## config.mk

```make
export PLATFORM = sky130hd
export DESIGN_NAME = ifetch_stage
export DESIGN_NICKNAME = d
export VERILOG_FILES = /design/src/rtl/ifetch_stage.sv
export SDC_FILE = /design/constraint.sdc
export NUM_CORES = 1
export LEC_CHECK = 0
export ABC_AREA = 0
export CAP_MARGIN = 20
export CORE_MARGIN = 5
export CORE_UTILIZATION = 49
export CTS_BUF_LIST = sky130_fd_sc_hd__clkbuf_8
export CTS_CLUSTER_SIZE = 30
export DETAILED_ROUTE_END_ITERATION = 10
export GPL_TIMING_DRIVEN = 0
export PLACE_DENSITY = 0.84
export SYNTH_ARGS = -nofsm -noshare
export SYNTH_HDL_FRONTEND = slang
export SYNTH_SLANG_ARGS = --single-unit
```

## constraint.sdc

```tcl
create_clock -name clk -period 3.8 [get_ports clk]
set_input_delay 0.76 -clock clk [delete_from_list [all_inputs] [get_ports clk]]
set_output_delay 0.76 -clock clk [all_outputs]
set_load 0.03 [all_outputs]
```

## src/rtl/ifetch_stage.sv

```systemverilog
// rtl/ifetch_stage.sv - instruction fetch: tagged imem requests, in-order output FIFO, flush discard
// Optional feature macro IFETCH_BYPASS_EN: forward a response straight to decode when the FIFO is empty.
module ifetch_stage #(
    parameter int FIFO_DEPTH = 2,
    parameter int FLUSH_WAIT = 2
) (
    input  logic        clk,
    input  logic        rst,
    input  logic [15:0] pc_in,
    output logic        pc_stall,
    input  logic        flush,
    output logic        imem_req,
    output logic [15:0] imem_addr,
    input  logic        imem_gnt,
    input  logic        imem_rvalid,
    input  logic [15:0] imem_rdata,
    output logic        if_valid,
    output logic [15:0] if_instr,
    output logic [15:0] if_pc,
    input  logic        id_ready
);
    localparam int AW = $clog2(FIFO_DEPTH);
    localparam int CW = AW + 1;
    localparam int WW = $clog2(FLUSH_WAIT + 1);

    typedef enum logic [1:0] {IDLE, RUN, DRAIN} state_t;

    state_t        state_q, state_d;
    logic [WW-1:0] wait_q, wait_d;
    logic [CW-1:0] occ_q, occ_d, out_q, out_d, disc_q, disc_d;
    logic [AW-1:0] f_wr_q, f_wr_d, f_rd_q, f_rd_d, t_wr_q, t_wr_d, t_rd_q, t_rd_d;
    logic [15:0]   f_instr_q [FIFO_DEPTH];
    logic [15:0]   f_pc_q    [FIFO_DEPTH];
    logic [15:0]   tag_q     [FIFO_DEPTH];

    logic credit, issue, rv_acc, rv_keep, push, pop, bypass;

    assign pop = (occ_q != '0) && id_ready;
    // An entry leaving this cycle frees its slot now, so latency-1 memory streams at full rate.
    assign credit = ({1'b0, occ_q} + {1'b0, out_q} - {{CW{1'b0}}, pop}) < (CW+1)'(FIFO_DEPTH);
    assign imem_req  = !rst && (state_q == RUN) && credit && !flush;
    assign imem_addr = pc_in;
    assign issue     = imem_req && imem_gnt;
    assign pc_stall  = !issue;

    assign rv_acc  = imem_rvalid && (out_q != '0);
    assign rv_keep = rv_acc && (disc_q == '0) && !flush;

`ifdef IFETCH_BYPASS_EN
    assign bypass = (occ_q == '0) && rv_keep;
`else
    assign bypass = 1'b0;
`endif

    assign if_valid = (occ_q != '0) || bypass;
    assign if_instr = bypass ? imem_rdata : f_instr_q[f_rd_q];
    assign if_pc    = bypass ? tag_q[t_rd_q] : f_pc_q[f_rd_q];
    assign push     = rv_keep && !(bypass && id_ready) && ((occ_q != CW'(FIFO_DEPTH)) || pop);

    always_comb begin
        occ_d  = occ_q + CW'(push) - CW'(pop);
        f_wr_d = push ? f_wr_q + AW'(1) : f_wr_q;
        f_rd_d = pop ? f_rd_q + AW'(1) : f_rd_q;
        t_wr_d = issue ? t_wr_q + AW'(1) : t_wr_q;
        t_rd_d = rv_acc ? t_rd_q + AW'(1) : t_rd_q;
        out_d  = out_q + CW'(issue) - CW'(rv_acc);
        disc_d = disc_q;
        if (rv_acc && (disc_q != '0))
            disc_d = disc_q - CW'(1);
        // Tag queue survives a flush so the stale responses still retire in order.
        if (flush) begin
            occ_d  = '0;
            f_wr_d = '0;
            f_rd_d = '0;
            disc_d = out_q - CW'(rv_acc);
        end
    end

    always_comb begin
        state_d = state_q;
        wait_d  = wait_q;
        case (state_q)
            IDLE:  state_d = RUN;
            RUN:   state_d = RUN;
            DRAIN: begin
                wait_d = wait_q - WW'(1);
                if (wait_q == WW'(1))
                    state_d = RUN;
            end
            default: state_d = IDLE;
        endcase
        if (flush) begin
            state_d = DRAIN;
            wait_d  = WW'(FLUSH_WAIT);
        end
    end

    always_ff @(posedge clk) begin
        if (rst) begin
            state_q <= IDLE;
            wait_q  <= '0;
            occ_q   <= '0;
            out_q   <= '0;
            disc_q  <= '0;
            f_wr_q  <= '0;
            f_rd_q  <= '0;
            t_wr_q  <= '0;
            t_rd_q  <= '0;
            for (int i = 0; i < FIFO_DEPTH; i++) begin
                f_instr_q[i] <= '0;
                f_pc_q[i]    <= '0;
                tag_q[i]     <= '0;
            end
        end else begin
            state_q <= state_d;
            wait_q  <= wait_d;
            occ_q   <= occ_d;
            out_q   <= out_d;
            disc_q  <= disc_d;
            f_wr_q  <= f_wr_d;
            f_rd_q  <= f_rd_d;
            t_wr_q  <= t_wr_d;
            t_rd_q  <= t_rd_d;
            if (push) begin
                f_instr_q[f_wr_q] <= imem_rdata;
                f_pc_q[f_wr_q]    <= tag_q[t_rd_q];
            end
            if (issue)
                tag_q[t_wr_q] <= pc_in;
        end
    end
endmodule
```

==> results of run 1 <==
[flip-flops by register name (all words and copies together) (netlist names), named ones only]
register,flops
state_q,2
f_instr_q,32
f_pc_q,32
t_rd_q,1
wait_q,2
tag_q,32
f_wr_q,1
t_wr_q,1
out_q,2
f_rd_q,1
disc_q,2
occ_q,2
[timing repair]
item / CTS / global route
endpoints found under the setup margin: 2 / 2
gates resized for setup: 3 / 2
pin swaps: 0 / 0
hold buffers: 0 / 0
buffers inserted: 0 / 1
[cell usage after synthesis (2+ instances only)]
| master | count | area [um2] |
|---|---|---|
| nor2_1 | 43 | 161 |
| inv_1 | 13 | 48.8 |
| nand2b_1 | 3 | 18.8 |
| a21oi_1 | 4 | 20.0 |
| mux2_2 | 28 | 315 |
| nor4_4 | 2 | 42.5 |
| dfxtp_1 | 16 | 320 |
| mux2_1 | 4 | 45.0 |
| buf_2 | 4 | 20.0 |
| edfxtp_1 | 96 | 2880 |
| xor2_1 | 2 | 17.5 |
| clkbuf_1 | 5 | 18.8 |
| ha_1 | 8 | 100 |
| buf_4 | 16 | 120 |
| or2_2 | 2 | 12.5 |
| buf_6 | 3 | 33.8 |
| buf_1 | 3 | 11.3 |
| mux2i_1 | 17 | 170 |
| o21ai_0 | 4 | 20.0 |
| or2_1 | 2 | 12.5 |
| nand2_1 | 6 | 22.5 |
| xnor2_1 | 8 | 70.1 |
| nand4_1 | 3 | 18.8 |
| and4_1 | 2 | 17.5 |
| and2_1 | 65 | 407 |
| nor2b_1 | 4 | 25.0 |
[where the power goes]
group / switching (mW) / internal [mW] / leakage, nW
Clock: 0.413 / 0.250 / 0.0884
Combinational: 0.371 / 0.302 / 1.17
Sequential: 0.0381 / 1.43 / 1.12
Total: 0.822 / 1.98 / 2.38
[cells by family (layout without fill, tap and decap cells)]
family,after synthesis,count (layout),synth area share
adders and majority gates,9,9,0.0237
DFF,112,112,0.633
muxes,49,49,0.105
buffers and inverters,45,151,0.0507
AOI/OAI and AO/OA,13,13,0.0153
and+or+nand+nor,138,138,0.155
xor gates and xnor gates,10,10,0.0173
[worst paths after layout]
path / end / cells after the start
setup / recovery: pc_stall / 8
hold / removal: disc_q[0] / 2
setup reg to reg: tag_q[0][15] / 6
hold reg to reg: disc_q[0] / 2
[critical path, stage by stage]
cell	delay (ps)
clkdlybuf4s50_1	520
xor2_1	200
nand2_1	90
fa_1	540
nand4bb_1	150
nor3_2	190
nand2_1	90
dlygate4sd2_1	360
[metrics by stage]
stage | utilization | setup slack (ps)
finish | 0.626 | 132
global route | 0.626 | 13.3
CTS | 0.625 | 32.9
detailed placement | 0.606 | -386
global placement | 0.599 | -586
floorplan | - | 217
[per-layer routing]
layer	vias to the layer above	track usage	wire, um
li1	1495	-	-
met4	0	0.0633	188
met1	1491	0.186	3990
met5	-	0	0
met2	88	0.296	5090
met3	13	0.0234	325
[cells in the final DEF (no fill, tap or decap), drive strengths merged, types with 8 or more instances in the layout]
master         synthesis  final
nor2                  43     43
clkdlybuf4s50          0     85
ha                     8      8
inv                   14     17
xnor2                  8      8
and2                  65     65
edfxtp                96     96
clkbuf                 5     14
dfxtp                 16     16
mux2                  32     32
mux2i                 17     17
buf                   26     29
[layout make-up]
cell class	count	area, um2
fill	786	3800
sequential	112	3200
multi-input combinational	219	1630
timing repair buffer	90	931
buffer	31	204
tap	136	170
clock buffer	9	124
clock inverter	7	61.3
inverter	14	52.6
==> impl_results.md, run 1 <==
- Die Area: 0.0125 mm2
- Yosys reg bits: 112
- Fin crit share: 0.965
- Post-route ant nets: 0
- Critical path class: in -> out
- Antenna violations before repair: 0
- Clock Latency Late Sink: 370 ps
- GRT Overall Usage: 0.160
- Layout cells sized above 1: 0.162
- Placed insts: 601
- Largest net degree at the start of global routing: 24
- Non-filler cells, final: 618
- H-tree levels: 3
- DRT Wirelength: 9.60 mm
- Worst-Margin Slew: 711 ps
- Fmax: 273 MHz
- RSZ-0062 raised after global routing: no
- Overall power: 2.80 mW
- DRC violations left: 0
- Die width: 112 um
- Net count, final: 524
- DP HPWL: 7.17 mm
- Ys flop type: edfxtp_1
- Final Max Slew Viols: 0
- Leak Pwr: 2.38 nW
- Status: complete, no violations
- Pwr/cell area: 439 mW/mm2
- Worst Hold Class: reg -> reg
- Crit-path max FO: 3
- Hold wc startpoint: disc_q[0]
- CTS buffer count: 9
- Hold Slack: 523 ps
- Initial Utilization: 0.497
- Cell area after layout: 0.00638 mm2
- # rows: 37
- WP data required: 3040 ps
- Slew margin rel.: 0.526
- Type of origin of the critical path: input pin
- Maximum vdd drop: 0.198 mV
- Syn_area_per_cell: 13.5 um2
- IO Port Bufs: 87
- Final setup fails: 0
- GR Overflow Total: 0
- CTS tree: yes
- Inserted Diodes: 0
- Via-to-Cell Ratio: 5.00
- Clock sinks: 112
- Clk_skew: 14.0 ps
- Fin crit period: 3670 ps
- Post-Syn Area: 0.00506 mm2
- GP Congestion: 0.803
- Worst Setup SP: id_ready
- Max-cap violations: 0
- Synth async-reset ratio: 0
- FF-to-FF Start: occ_q[1]
- Synth Net Count: 423
- CP arrival: 2910 ps
- DR vias: 3,087
- CORE AREA: 0.0102 mm2
- Post-synthesis cell count: 376
- Hold Fails Final Rpt: 0
- Vias in the first global route: 3,314
- Root Driver: clkbuf_8
- Routed len/inst: 15.5 um
- Initial drt markers: 158
- Placed Area: 0.00617 mm2
- I/O Pins: 89
- Chip height: 112 um
- Reg clk slew, reported paths: 110 ps
- Yosys cell types: 39
- Clock Path Buffers: 2
- Post-synthesis sequential area ratio: 0.633
- Post-synth EDFFs: 96
- Flop2flop setup slack: 840 ps
- Final TNS setup: 0 ps
- Yosys warns: 0
- CP Capture Type: primary output
- Global-route wire length before repair: 16.0 mm
- Synthesis-to-finish area growth: 26.1%
- First drt pass iteration count: 4
Note: power is estimated with default switching activity, not from simulation.
==> run 2: changes to the inputs <==
- CORE_ASPECT_RATIO: default -> 0.8
- PLACE_DENSITY: 0.84 -> 0.9
==> impl_results.md, run 2 (same netlist as run 1, synthesis figures left out) <==
- Status: complete, no violations (unchanged)
- CTS tree: yes (unchanged)
- I/O Pins: 89 (unchanged)
- FILL cells: 755 (was 786)
- Final setup fails: 0 (unchanged)
- Most frequent cells in the layout: edfxtp_1 (96), clkdlybuf4s50_1 (85), and2_1 (65), nor2_1 (43), mux2_2 (28) (unchanged)
- GP Congestion: 0.824 (was 0.803)
- CTS buffer count: 9 (unchanged)
- WP buf/inv: 2 (unchanged)
- FF/Latch Area: 0.00320 mm2 (unchanged)
- Biggest regs: f_instr_q x32, f_pc_q x32, tag_q x32 (unchanged)
- Synthesis-to-finish area growth: 26.3% (was 26.1%)
- Clock Path Buffers: 2 (unchanged)
- Final Max Slew Viols: 0 (unchanged)
- Initial drt markers: 157 (was 158)
- Fmax: 271 MHz (was 273 MHz)
- Chip height: 101 um (was 112 um)
- CP Cell Sequence: clkdlybuf4s50_1 > xor2_1 > nand2_1 > fa_1 > nand4bb_1 > nor3_2 > nand2_1 > dlygate4sd2_1 (unchanged)
- GRT Overall Usage: 0.162 (was 0.160)
- GR Overflow Total: 0 (unchanged)
- Worst Hold Class: reg -> reg (unchanged)
- Maximum vdd drop: 0.210 mV (was 0.198 mV)
- Fin crit share: 0.969 (was 0.965)
- First drt pass iteration count: 6 (was 4)
- DR vias: 3,061 (was 3,087)
- Net count, final: 524 (unchanged)
- Routed len/inst: 15.6 um (was 15.5 um)
- Clock sinks: 112 (unchanged)
- Initial Utilization: 0.498 (was 0.497)
- Footprint of the multi-input gates: 0.00164 mm2 (was 0.00163 mm2)
- Die width: 124 um (was 112 um)
- Die Area: 0.0125 mm2 (about the same)
- Layout cells sized above 1: 0.164 (was 0.162)
- Overall power: 2.80 mW (about the same)
- Leak Pwr: 2.39 nW (was 2.38 nW)
- Vias in the first global route: 3,295 (was 3,314)
- Largest net degree at the start of global routing: 23 (was 24)
- Fin crit period: 3680 ps (was 3670 ps)
- Max incr delay on CP: 540 ps (about the same)
- Leading cell type in the layout, fill and taps excluded: edfxtp_1 (unchanged)
- Clk_skew: 12.2 ps (was 14.0 ps)
- Non-filler cells, final: 622 (was 618)
- Final TNS setup: 0 ps (unchanged)
- Antenna violations before repair: 0 (unchanged)
- Critical path class: in -> out (unchanged)
- Max-cap violations: 0 (unchanged)
- Slew margin rel.: 0.537 (was 0.526)
- # rows: 33 (was 37)
- Pwr/cell area: 438 mW/mm2 (was 439 mW/mm2)
- DRC violations left: 0 (unchanged)
- Slowest cell on the critical path: fa_1 (unchanged)
- Clock Latency Late Sink: 370 ps (about the same)
- Root Driver: clkbuf_8 (unchanged)
- Global-route wire length before repair: 15.7 mm (was 16.0 mm)
- Via-to-Cell Ratio: 4.92 (was 5.00)
- Worst-Margin Slew: 692 ps (was 711 ps)
- IO Port Bufs: 87 (unchanged)
- DP HPWL: 7.04 mm (was 7.17 mm)
- CORE AREA: 0.0102 mm2 (about the same)
- Cell mode on critical path: nand2_1 (unchanged)
- Type of origin of the critical path: input pin (unchanged)
- Post-route ant nets: 0 (unchanged)
- CP arrival: 2920 ps (was 2910 ps)
- Placed insts: 605 (was 601)
- Final core utilization: 0.629 (was 0.626)
- Reg clk slew, reported paths: 100 ps (was 110 ps)
- RSZ-0062 raised after global routing: no (unchanged)
- CP delay by family, top: buffers and inverters (unchanged)
- CP Capture Type: primary output (unchanged)
- H-tree levels: 3 (unchanged)
- DRT Wirelength: 9.68 mm (was 9.60 mm)
- WP data required: 3040 ps (about the same)
- Inserted Diodes: 0 (unchanged)
- Crit-path max FO: 3 (unchanged)
- Hold Fails Final Rpt: 0 (unchanged)
-- run 2: where the power goes --
part,leakage (nW),switching [mW],internal [mW]
registers,1.12,0.0376,1.43
clock network,0.0936,0.406,0.251
logic,1.17,0.375,0.301
-- run 2: worst paths after layout --
kind | from | end | depth (start not counted) | slack (ps)
max | id_ready | pc_stall | 8 | 120
min | t_rd_q | t_rd_q | 2 | 540
max reg2reg | occ_q[1] | tag_q[0][14] | 6 | 830
min reg2reg | t_rd_q | t_rd_q | 2 | 540
-- run 2: per-layer routing --
metal	vias to the layer above	global-route usage	share of wire
met2	110	0.278	0.49
met5	-	0	0
met4	0	0.0604	0.022
met1	1434	0.200	0.42
met3	21	0.0370	0.059
li1	1496	-	-
-- run 2: timing repair --
item	4_1_cts	5_1_grt
hold buffers	0	0
setup buffers	0	1
gates resized for setup	3	3
endpoints found under the setup margin	2	2
hold endpoints to repair	0	0
-- run 2: area by class of cell --
cell class	count	share of cell area
Buffer	31	0.0319
Multi-Input combinational cell	219	0.256
Inverter	14	0.00823
Timing Repair Buffer	90	0.146
Clock buffer	9	0.0194
Clock inverter	7	0.00960
Sequential cell	112	0.501
Tap cell	140	0.0274
-- run 2: stage by stage --
step	hold slack, ps	worst slack [ps]	instance area (um2)
2_1_floorplan	463	217	5060
4_1_cts	538	2.80	6370
3_3_place_gp	477	-549	6110
6_report	537	116	6390
5_1_grt	562	11.9	6390
3_5_place_dp	504	-410	6180
-- run 2: worst register-to-register path: cells and delay by family, from the launching register on --
| kind | cells | cell delay (ps) |
|---|---|---|
| adders and majority gates | 2 | 830 |
| DFF | 1 | 390 |
| and+or+nand+nor | 2 | 1070 |
| xor gates and xnor gates | 1 | 220 |
| buffers and inverters | 1 | 90 |
